`config.mk`:
```
export PLATFORM = sky130hd
export DESIGN_NAME = uart_word_tx
export DESIGN_NICKNAME = d
export VERILOG_FILES = /design/src/rtl/uart_pkg.sv /design/src/rtl/uart_baud_tick.sv /design/src/rtl/uart_word_tx.sv
export SDC_FILE = /design/constraint.sdc
export NUM_CORES = 1
export LEC_CHECK = 0
export ABC_CLOCK_PERIOD_IN_PS = 4150
export CORE_ASPECT_RATIO = 1.5
export CORE_MARGIN = 4
export CORE_UTILIZATION = 56
export DETAILED_ROUTE_END_ITERATION = 8
export PLACE_DENSITY = 0.95
export SLEW_MARGIN = 40
export SYNTH_ARGS = -nofsm -noshare
export SYNTH_HDL_FRONTEND = slang
export SYNTH_HIERARCHICAL = 1
export SYNTH_SLANG_ARGS = --single-unit
```
`constraint.sdc`:
```
create_clock -name clk -period 4.15 [get_ports clk]
set_clock_uncertainty 0.05 [all_clocks]
set_input_delay 1.0375 -clock clk [delete_from_list [all_inputs] [get_ports clk]]
set_output_delay 1.0375 -clock clk [all_outputs]
set_load 0.05 [all_outputs]
```
`src/rtl/uart_pkg.sv`:
```
// Shared types and helpers for the word-to-UART transmit path.
// Latency: n/a (compile-time definitions only).
// Backpressure: n/a.
// Contents: parity mode constants, transmitter FSM state type,
//           baud divisor helper, per-byte parity helper.
package uart_pkg;

  localparam int unsigned PARITY_NONE = 0;
  localparam int unsigned PARITY_EVEN = 1;
  localparam int unsigned PARITY_ODD  = 2;

  typedef enum logic [2:0] {
    ST_IDLE,
    ST_START,
    ST_DATA,
    ST_PARITY,
    ST_STOP,
    ST_NEXT
  } tx_state_e;

  // Clocks per UART bit for a given system clock and baud rate.
  function automatic int unsigned clk_goal(input int unsigned f, input int unsigned bps);
    return f / bps;
  endfunction

  // Parity bit for one data byte: even = XOR of bits, odd = inverse.
  function automatic logic parity_bit(input logic [7:0] b, input int unsigned mode);
    return (^b) ^ (mode == PARITY_ODD);
  endfunction

endpackage

```
`src/rtl/uart_baud_tick.sv`:
```
// Bit-period timer: counts CLK_GOAL clocks per UART bit while running.
// Latency: bit_end asserts on the last clock of each bit period (combinational from the count).
// Backpressure: none; clr restarts the period so bit timing aligns to a new start bit.
// Ports: clk, rst (sync, active-high), clr (restart), run (count enable; held at 0 when low),
//        bit_end (last clock of a bit), bit_pre_end (second-to-last clock of a bit).
module uart_baud_tick #(
  parameter int unsigned CLK_GOAL = 10
) (
  input  logic clk,
  input  logic rst,
  input  logic clr,
  input  logic run,
  output logic bit_end,
  output logic bit_pre_end
);

  localparam int unsigned CW = (CLK_GOAL > 1) ? $clog2(CLK_GOAL) : 1;
  localparam logic [CW-1:0] CNT_LAST = CW'(CLK_GOAL - 1);
  localparam logic [CW-1:0] CNT_PRE  = CW'(CLK_GOAL - 2);

  logic [CW-1:0] cnt_q, cnt_d;

  // Counter sits at zero whenever the transmitter is idle, so every frame
  // starts from a clean phase with no drift carried over between words.
  always_comb begin
    cnt_d = cnt_q;
    if (clr || !run) begin
      cnt_d = '0;
    end else if (cnt_q == CNT_LAST) begin
      cnt_d = '0;
    end else begin
      cnt_d = cnt_q + CW'(1);
    end
  end

  always_ff @(posedge clk) begin
    if (rst) begin
      cnt_q <= '0;
    end else begin
      cnt_q <= cnt_d;
    end
  end

  assign bit_end     = run && (cnt_q == CNT_LAST);
  assign bit_pre_end = run && (cnt_q == CNT_PRE);

endmodule

```
`src/rtl/uart_word_tx.sv`:
```
// Word-to-UART serializer: sends a DATA_W-bit word as DATA_W/8 back-to-back UART byte frames.
// Latency: start bit drives uart_txd the cycle after acceptance; done pulses the cycle after the last stop bit.
// Backpressure: in_ready is low for the whole word; in_valid while not ready is ignored (no queueing).
// Ports: clk, rst (sync, active-high), in_data/in_valid/in_ready (word handshake),
//        busy (word in flight), done (1-cycle completion pulse), uart_txd (serial out, idle high).
module uart_word_tx
  import uart_pkg::*;
#(
  parameter int unsigned CLK_F     = 50_000_000,
  parameter int unsigned UART_BPS  = 115200,
  parameter int unsigned DATA_W    = 64,
  parameter int unsigned LSB_FIRST = 1,
  parameter int unsigned PARITY    = 0,
  parameter int unsigned STOP_BITS = 1
) (
  input  logic              clk,
  input  logic              rst,
  input  logic [DATA_W-1:0] in_data,
  input  logic              in_valid,
  output logic              in_ready,
  output logic              busy,
  output logic              done,
  output logic              uart_txd
);

  localparam int unsigned CLK_GOAL = clk_goal(CLK_F, UART_BPS);
  localparam int unsigned NBYTES   = DATA_W / 8;
  localparam int unsigned BCW      = $clog2(NBYTES + 1);

  localparam logic [BCW-1:0] BYTE_LAST = BCW'(NBYTES - 1);
  localparam logic           STOP_LAST = 1'(STOP_BITS - 1);

  // Elaboration-time parameter checks.
  if ((DATA_W % 8) != 0 || DATA_W < 8 || DATA_W > 256) begin : g_bad_data_w
    $error("uart_word_tx: DATA_W must be a multiple of 8 in 8..256");
  end
  if (STOP_BITS != 1 && STOP_BITS != 2) begin : g_bad_stop
    $error("uart_word_tx: STOP_BITS must be 1 or 2");
  end
  if (PARITY > PARITY_ODD) begin : g_bad_parity
    $error("uart_word_tx: PARITY must be 0, 1 or 2");
  end
  if (CLK_GOAL < 4) begin : g_bad_goal
    $error("uart_word_tx: CLK_F/UART_BPS must be at least 4");
  end

  tx_state_e         state_q, state_d;
  logic [DATA_W-1:0] sh_q, sh_d;
  logic [2:0]        bit_idx_q, bit_idx_d;
  logic              stop_idx_q, stop_idx_d;
  logic [BCW-1:0]    byte_cnt_q, byte_cnt_d;
  logic              txd_q, txd_d;
  logic              ready_q, ready_d;
  logic              busy_q, busy_d;
  logic              done_q, done_d;

  logic              accept;
  logic              bit_end;
  logic              bit_pre_end;
  logic [7:0]        cur_byte;

  assign accept = in_valid && ready_q;

  // The byte on the wire always sits at the leading end of the shift register;
  // the register shifts by one byte toward that end as each frame finishes.
  assign cur_byte = (LSB_FIRST != 0) ? sh_q[7:0] : sh_q[DATA_W-1 -: 8];

  uart_baud_tick #(
    .CLK_GOAL (CLK_GOAL)
  ) u_baud_tick (
    .clk         (clk),
    .rst         (rst),
    .clr         (accept),
    .run         (state_q != ST_IDLE),
    .bit_end     (bit_end),
    .bit_pre_end (bit_pre_end)
  );

  // Next-state and registered-output logic. uart_txd is computed for the
  // state being entered so the pin changes exactly on the bit boundary.
  always_comb begin
    state_d    = state_q;
    sh_d       = sh_q;
    bit_idx_d  = bit_idx_q;
    stop_idx_d = stop_idx_q;
    byte_cnt_d = byte_cnt_q;
    txd_d      = txd_q;
    done_d     = 1'b0;

    case (state_q)
      ST_IDLE: begin
        txd_d = 1'b1;
        if (accept) begin
          sh_d       = in_data;
          byte_cnt_d = '0;
          bit_idx_d  = '0;
          stop_idx_d = 1'b0;
          state_d    = ST_START;
          txd_d      = 1'b0;
        end
      end

      ST_START: begin
        if (bit_end) begin
          state_d   = ST_DATA;
          bit_idx_d = '0;
          txd_d     = cur_byte[0];
        end
      end

      ST_DATA: begin
        if (bit_end) begin
          if (bit_idx_q == 3'd7) begin
            if (PARITY != PARITY_NONE) begin
              state_d = ST_PARITY;
              txd_d   = parity_bit(cur_byte, PARITY);
            end else begin
              state_d    = ST_STOP;
              stop_idx_d = 1'b0;
              txd_d      = 1'b1;
            end
          end else begin
            bit_idx_d = bit_idx_q + 3'd1;
            txd_d     = cur_byte[bit_idx_q + 3'd1];
          end
        end
      end

      ST_PARITY: begin
        if (bit_end) begin
          state_d    = ST_STOP;
          stop_idx_d = 1'b0;
          txd_d      = 1'b1;
        end
      end

      // The final clock of the last stop bit is spent in NEXT, where the
      // byte-remaining decision is made; this keeps the gap to the next
      // start bit at zero cycles.
      ST_STOP: begin
        txd_d = 1'b1;
        if ((stop_idx_q == STOP_LAST) && bit_pre_end) begin
          state_d = ST_NEXT;
        end else if (bit_end) begin
          stop_idx_d = 1'b1;
        end
      end

      ST_NEXT: begin
        txd_d = 1'b1;
        if (bit_end) begin
          if (byte_cnt_q == BYTE_LAST) begin
            state_d = ST_IDLE;
            done_d  = 1'b1;
          end else begin
            byte_cnt_d = byte_cnt_q + BCW'(1);
            sh_d       = (LSB_FIRST != 0) ? (sh_q >> 8) : (sh_q << 8);
            state_d    = ST_START;
            txd_d      = 1'b0;
          end
        end
      end

      default: begin
        state_d = ST_IDLE;
        txd_d   = 1'b1;
      end
    endcase

    ready_d = (state_d == ST_IDLE);
    busy_d  = !ready_d;
  end

  always_ff @(posedge clk) begin
    if (rst) begin
      state_q    <= ST_IDLE;
      sh_q       <= '0;
      bit_idx_q  <= '0;
      stop_idx_q <= 1'b0;
      byte_cnt_q <= '0;
      txd_q      <= 1'b1;
      ready_q    <= 1'b1;
      busy_q     <= 1'b0;
      done_q     <= 1'b0;
    end else begin
      state_q    <= state_d;
      sh_q       <= sh_d;
      bit_idx_q  <= bit_idx_d;
      stop_idx_q <= stop_idx_d;
      byte_cnt_q <= byte_cnt_d;
      txd_q      <= txd_d;
      ready_q    <= ready_d;
      busy_q     <= busy_d;
      done_q     <= done_d;
    end
  end

  assign in_ready = ready_q;
  assign busy     = busy_q;
  assign done     = done_q;
  assign uart_txd = txd_q;

endmodule

```
==> run summary, run 1 <==
For the number of global-route vias before repair, the log shows 3,283. Number of rows in the core area: 37. In this run the remaining antenna-violating nets after routing total 0. The area of the die came out at 0.008553 sq mm. The post-route netlist has 5.579% of its cells at a drive strength greater than 1. The number of nets handed over by synthesis was 498. 71 I/O pins were placed. Synthesis produced a netlist whose cell count is 425. The worst-case hold slack was 0.4086 ns; the area occupied by multi-input gates was 0.002042 sq mm. Detailed placement finished with a half-perimeter wire length of 6334 um.

The count of instances resized after the clock tree is built is 0. The worst setup path is captured at a flip-flop. In this run, post-CTS hold repair placed 0 buffers. The routability congestion estimate from global placement was 0.8407. TritonCTS built the clock tree. The total of flip-flops plus latches after synthesis is 88. The run gives 57.74% as the initial core utilization. The logs give 562 for the count of placed standard cells in the final layout, fillers left out and 150 for the count of routing violations after the opening detailed-route iteration. The H-tree was split into 3 levels. The synthesized area per cell works out to 9.371 sq um.

The sequential cell area fraction in the yosys report was 44.23%. The type of the worst setup path is flip-flop to flip-flop. The area of the mapped netlist came out at 0.003983 sq mm. The tree built by TritonCTS fans out to 88 sinks. For the worst setup path, the data required time is 4.34 ns. Including well taps, the total number of placed cells is 546.

Data arrives at the worst endpoint at 3.11 ns. Setup repair after global routing left no endpoint under its margin. No sink is reached through more buffers than the 2 on the longest clock path. The transition time of the tightest slew-check pin works out to 0.6869 ns. Entering global routing, the biggest net connects 63 pins. For this run, the number of Yosys warnings is 6. After layout, the worst path uses 70.40% of the clock period. The total power density per cell area was 366.3 mW/mm^2; the maximum clock frequency was 0.3423 GHz.

The floorplan step set the die width to 76.86 um. At the placement stage, the worst setup path has a slack of 1.112 ns. CTS root buffer: clkbuf_8. After clock tree synthesis, the clock-pin slew on the worst setup and hold paths is 0.08 ns. The run finished with clean final reports. The die is 111.3 um tall. In the final timing run, aggregate negative setup slack is 0 ns. After detailed routing, the average wire length per cell comes to 15.73 um. The leakage power of the design was 2.124 nW.

The routed layout has 3,285 vias. In this run the worst hold path is classified as flip-flop to flip-flop. The tools report the number of max-slew violations in the final report as 0.

STA classifies the critical path startpoint as a flip-flop. The initial antenna violation count is 0, and the total count of hold-check failures in the final report is 0. Post-CTS timing repair inserted 0 buffers for setup.

The tool flagged a number of max-cap violations equal to 0. After floorplanning, the core was sized to cover 0.006898 sq mm. Relative to the synthesized area, the layout overhead comes to 22.24%.

Of all nets on the critical path, the largest fanout is 62. For the final worst slack, the log shows 1.228 ns. The number of antenna diodes in the final layout is 0.

After synthesis, the netlist uses 37 different library cells. The total power came out at 1.783 mW. The number of inserted filler cells in the final layout was 511.

Total global-route track usage: 21.61%. The tools report the clock latency on the worst-skew pair as 0.37 ns. After detailed routing, the number of remaining DRC violations is 0. After layout, the minimum clock period comes to 2.922 ns.

For this run, the detailed router's first-pass iteration total came to 4. Counting the buffers created by CTS gives 9. The worst slew slack as a fraction of its limit came out at 54.20%. IR analysis of the VDD net gives a maximum drop of 0.0003044 V. The routed via count divided by cell count is 5.845. For the detailed-route wire length, the log shows 8843 um.

The run gives 0 as the setup violation total in the final timing report. The worst register-to-register path has a setup slack of 1.23 ns. The total congestion overflow was 0; the number of buffer cells added on primary ports was 70. At the end of the flow, the number of nets in the layout was 552. Summing all flip-flop and latch instances after layout gives 0.001762 sq mm. The first global-routing pass estimated 14,920 um of wire.
[stage by stage]
| step | util (%) | cell area, sq um |
|---|---|---|
| 2_1_floorplan | - | 3983 |
| 3_3_place_gp | 67.73 | 4672 |
| 3_5_place_dp | 67.73 | 4672 |
| 4_1_cts | 70.58 | 4868 |
| 5_1_grt | 70.58 | 4868 |
| 6_report | 70.58 | 4868 |
[metal layers]
metal	GRT usage [%]	share of wire, %
met4	12.09	3.2
met5	0	0
met3	4.146	5.2
met2	39.58	53
met1	22.62	39
[logic make-up after synthesis]
group,synth area share [%]
compound gates,17.81
xor+xnor,1.320
fa+ha+maj,1.885
buf+inv,4.681
flops,44.24
mux,16.15
simple gates,13.92
[registers in the layout, indices dropped and copies added (netlist names)]
register,count
in_ready,1
uart_txd,1
state_q,3
bit_idx_q,3
stop_idx_q,1
busy,1
u_baud_tick/cnt_q,9
sh_q,64
byte_cnt_q,4
done,1
[cell type report]
class	instances	area share, %
multi-input cells	296	41.94
flip-flops and latches	88	36.19
repair buffers	76	15.21
clock buffers	10	2.621
well taps	78	2.005
clock inverters	6	1.414
inverters	8	0.6168
[cells in the final DEF (no fill, tap or decap), drive strengths merged]
| cell | n |
|---|---|
| or4b | 1 |
| nand2b | 2 |
| buf | 7 |
| nor2b | 1 |
| o2111ai | 2 |
| nand3b | 4 |
| a22oi | 9 |
| clkbuf | 10 |
| and3b | 1 |
| nor3b | 1 |
| nand3 | 4 |
| clkinv | 4 |
| clkdlybuf4s50 | 69 |
| inv | 9 |
| a31oi | 1 |
| nor2 | 83 |
| nor3 | 7 |
| a221oi | 1 |
| xor2 | 3 |
| bufinv | 1 |
| a21oi | 14 |
| nand4 | 3 |
| o311ai | 1 |
| a2111oi | 2 |
| a211oi | 57 |
| mux2i | 62 |
| o22ai | 2 |
| or3 | 6 |
| a2bb2oi | 1 |
| and3 | 2 |
| mux4 | 1 |
| nand4b | 1 |
| o21ai | 8 |
| ha | 6 |
| nand2 | 7 |
| xnor2 | 3 |
| dfxtp | 88 |
[power breakdown]
part	internal, mW	leakage (nW)	switching (mW)
registers	0.906	0.723	0.0370
clock network	0.282	0.102	0.302
logic	0.129	1.30	0.127
total	1.32	2.12	0.466
[worst max-delay path, stage by stage (launching register included)]
cell and delay [ns]:
dfxtp_1 0.35, or4b_4 0.57, nor2_1 0.14, and3_1 0.33
nand4b_1 0.25, o22ai_4 0.18, buf_4 0.51, nand4_1 0.18
xor2_1 0.20, nor3_2 0.05
[synth_stat cells]
cell	instances	area [sq um]
buf_2	20	100.1
xor2_1	3	26.28
nor3_2	1	10.01
nor2b_1	1	6.260
clkbuf_1	12	45.04
a2bb2oi_1	1	8.760
nor2_1	83	311.6
and3b_1	1	8.760
mux4_2	1	22.52
dfxtp_1	88	1762
or3_1	6	37.54
and3_1	2	12.51
buf_6	1	11.26
nand3_1	4	20.02
nand4_1	3	18.77
xnor2_1	3	26.28
nor3_1	6	30.03
a221oi_1	1	8.760
nand2_1	7	26.28
o2111ai_1	2	17.52
o21ai_0	8	40.04
a21oi_1	14	70.07
inv_1	8	30.03
a22oi_1	9	67.56
or4b_4	1	13.76
ha_1	6	75.07
a31oi_1	1	6.260
a211oi_1	57	427.9
a2111oi_0	2	17.52
o22ai_2	1	12.51
o22ai_1	1	6.260
nand3b_1	4	30.03
nand4b_1	1	8.760
nand2b_1	2	12.51
nor3b_1	1	7.510
o311ai_4	1	26.28
mux2i_1	62	620.6
[worst paths after layout]
path / to / depth (start not counted) / start
setup / recovery: byte_cnt_q[3]$_SDFFE_PP0P_ / 9 / u_baud_tick/cnt_q[6]$_SDFF_PP0_
hold / removal: bit_idx_q[1]$_SDFFE_PP0P_ / 2 / bit_idx_q[1]$_SDFFE_PP0P_
setup reg to reg: byte_cnt_q[3]$_SDFFE_PP0P_ / 9 / u_baud_tick/cnt_q[6]$_SDFF_PP0_
hold reg to reg: bit_idx_q[1]$_SDFFE_PP0P_ / 2 / bit_idx_q[1]$_SDFFE_PP0P_
No activity file was read; power rests on OpenSTA's default activity.
==> inputs of run 2 (changes only) <==
- ABC_CLOCK_PERIOD_IN_PS: 4150 -> 2800
- CORE_UTILIZATION: 56 -> 52
- PLACE_DENSITY: 0.95 -> 0.9
- clock period: 4.15 -> 2.8 ns (I/O delays scaled with it)
==> run 2 against run 1 <==
  * Register-to-register slack got worse by 0.97 ns
  * Final area rose by 2.1%
  * Cell count rose by 4.4%
  * Highest routed layer unchanged
  * Clock-buffer cell count did not move
  * Clock power rose by 50%
  * Routed wire length rose by 0.59%
==> run summary, run 2 (same netlist as run 1, synthesis figures left out) <==
The logs give 0 for the initial antenna violation count and 560 for the number of inserted filler cells in the final layout. The number of setup buffers added after CTS was 0. Met1 routing resource usage after global routing: 23.78%.

Row generation in the floorplan step produced 38 rows. The most critical setup path has its startpoint at u_baud_tick/cnt_q[6]$_SDFF_PP0_. Global routing used 4.859% of the available met3 tracks. Overall power consumption after layout is estimated at 2.670 mW.

The clock buffer count from CTS is 9. The most critical setup path has its endpoint at sh_q[40]$_SDFFE_PP0P_. The worst setup path is of the flip-flop to flip-flop kind.

Of all nets on the critical path, the largest fanout is 38. The minimum clock period after layout was 2.544 ns; the final instance area was 0.004969 sq mm. The number of cells on the critical path was 9.

Leaving out fill and tap cells, the most frequent cell in the layout is dfxtp_1. From synthesis to final layout, the design area changed by 24.76%. The clock-pin slew on the worst setup and hold paths works out to 0.10 ns. The top-level port count is 71, and the width of the die is 79.46 um. Buffers placed on the I/O ports in this run total 70.

Cell with the largest stage delay on the worst path: or4b_4. The number of max-slew violations in the final report came out at 0. The total count of hold-check failures in the final report was 0; the area occupied by multi-input gates was 0.002042 sq mm. On the worst path, the slowest cell contributes a delay of 0.56 ns. The peak supply drop was 0.0003573 V; the routed via count divided by cell count was 5.562. The path class of the tightest hold or removal check is flip-flop to flip-flop.

The cell family contributing the most delay on the critical path is simple AND/OR/NAND/NOR gates. The core region is 0.007370 sq mm. The analysis attributes to cell leakage a power of 2.152 nW. For flop-to-flop paths, the worst setup slack is 0.26 ns. Number of buffers and inverters on the critical path: 2.

The tools report the count of placed standard cells in the final layout, fillers left out as 587. The maximum clock frequency is 0.3930 GHz, and the count of instances resized after the clock tree is built is 0. The clock passes through at most 2 buffers. Arrival time of data at the critical path endpoint: 2.77 ns. Counting cells, the worst reg-to-reg path comes to 9. The clock reaches the later pin of the worst-skew pair after 0.36 ns.

The setup TNS after final layout came out at 0 ns. For the met2 track utilization from global routing, the log shows 35.81%. The logs give 3,265 for the total via count after detailed routing and 190 for the count of routing violations after the opening detailed-route iteration. Dividing total power by cell area gives a power density of 537.3 mW/mm^2.

The run gives 20.23% as the total global-route track usage. Setup violations remaining at the end of the flow were counted as 0. The endpoint identified for the worst register-to-register timing path is sh_q[40]$_SDFFE_PP0P_. After clock tree synthesis, the flow added hold-fix buffers numbering 0.

The number of sinks driven by the clock tree is 88. The largest registers in the layout are sh_q (64), u_baud_tick/cnt_q (9), byte_cnt_q (4). The antenna diode instance count is 0, and the max-capacitance violation count is 0. The register containing the most flip-flops in the final layout was sh_q. The flow ran to the end, and the final reports show no timing, DRC or antenna violations.

The cell area after placement is 0.004772 sq mm, and the transition time of the tightest slew-check pin is 0.6248 ns. At the worst endpoint, the required time is 3.02 ns. The number of global-route vias before repair is 3,193. The vertical die dimension came out at 115.2 um.

Setup repair after global routing left no endpoint under its margin. At the end of routability-driven placement, the weighted congestion stood at 0.8364. The initial core utilization was 54.04%.

In the final design database the tool counted 555 nets. The H-tree generated during clock tree synthesis spans 3 levels. The average wire per cell in the routed design was 15.15 um; the placed wire-length estimate after detailed placement was 6214 um. Total congestion overflow: 0. In the routed design, unresolved DRC markers number 0. The worst register-to-register path begins at u_baud_tick/cnt_q[6]$_SDFF_PP0_. TritonCTS built the clock tree. The pre-antenna-repair detailed-routing pass consisted of 4 iterations. Flip-flop count of the largest register, all copies and words added: 64. Layer with the highest usage: met2. Final hold analysis gives a worst-case slack of 0.4253 ns. Cells with a size suffix above 1 make up 6.160% of the layout. The element type at the critical path end was a flip-flop.

Leaving out fill and tap cells, the most frequent cells in the layout are dfxtp_1, nor2_1, clkdlybuf4s50_1. The floorplan step defined a die boundary enclosing 0.009152 sq mm. The combined flip-flop and latch cell area came out at 0.001762 sq mm. Entering global routing, the biggest net connects 57 pins. For the wire length of the first global-routing pass, the log shows 14,790 um. The critical path goes through or4b_4, nor2_1, and3_1, nand4b_1, o22ai_4, buf_12, buf_12, nor2_1, a211oi_1. Launching element type of the critical path: a flip-flop. The placed cell count is 571, and the portion of the clock cycle consumed by the worst path in the final layout is 90.87%.

The number of nets with antenna violations after routing was 0; the detailed-route wire length was 8895 um. The worst slew slack as a fraction of its limit was 58.19%. In this run the clock root is driven by a clkbuf_8.
[run 2: changes by cell type in the layout (fill, tap and decap cells not counted), sizes merged]
cell and change:
buf +3, clkinv -1, clkinvlp +1
[run 2: layout make-up]
type,instances,share of cell area (%)
sequential,88,35.46
tap,100,2.518
inverter,8,0.6044
clock buffer,10,2.569
multi-input combinational,296,41.10
clock inverter,6,1.385
timing repair buffer,79,16.37
[run 2: tightest hold or removal path, delay by kind of cell (launching register included)]
family | cells | cell delay, ns
flops | 1 | 0.32
simple gates | 1 | 0.05
compound gates | 1 | 0.05
[run 2: worst min path at each step]
stage	start	endpoint	slack, ns	depth (start not counted)
global route	bit_idx_q[2]$_SDFFE_PP0P_	bit_idx_q[2]$_SDFFE_PP0P_	0.45	2
finish	bit_idx_q[2]$_SDFFE_PP0P_	bit_idx_q[2]$_SDFFE_PP0P_	0.43	2
global placement	bit_idx_q[1]$_SDFFE_PP0P_	bit_idx_q[1]$_SDFFE_PP0P_	0.40	2
CTS	bit_idx_q[2]$_SDFFE_PP0P_	bit_idx_q[2]$_SDFFE_PP0P_	0.43	2
detailed placement	bit_idx_q[2]$_SDFFE_PP0P_	bit_idx_q[2]$_SDFFE_PP0P_	0.42	2
floorplan	bit_idx_q[1]$_SDFFE_PP0P_	bit_idx_q[1]$_SDFFE_PP0P_	0.39	2
[run 2: metrics by stage]
stage	utilization (%)	setup WS [ns]
final	67.42	0.2557
after global placement	64.75	0.4144
after global routing	67.42	0.09035
after detailed placement	64.75	0.2955
after CTS	67.42	0.2321
after floorplan	-	0.4166
[run 2: layer usage]
layer,vias up,wire length [um]
li1,1664,-
met1,1517,3715
met2,73,4631
met4,0,125
met5,-,0
met3,11,423
[run 2: power by group]
| part | leakage (nW) | total, mW | internal (mW) | switching (mW) |
|---|---|---|---|---|
| logic | 1.33 | 0.396 | 0.206 | 0.190 |
| registers | 0.723 | 1.40 | 1.34 | 0.0546 |
| clock network | 0.0968 | 0.876 | 0.417 | 0.459 |
| total | 2.15 | 2.67 | 1.97 | 0.704 |
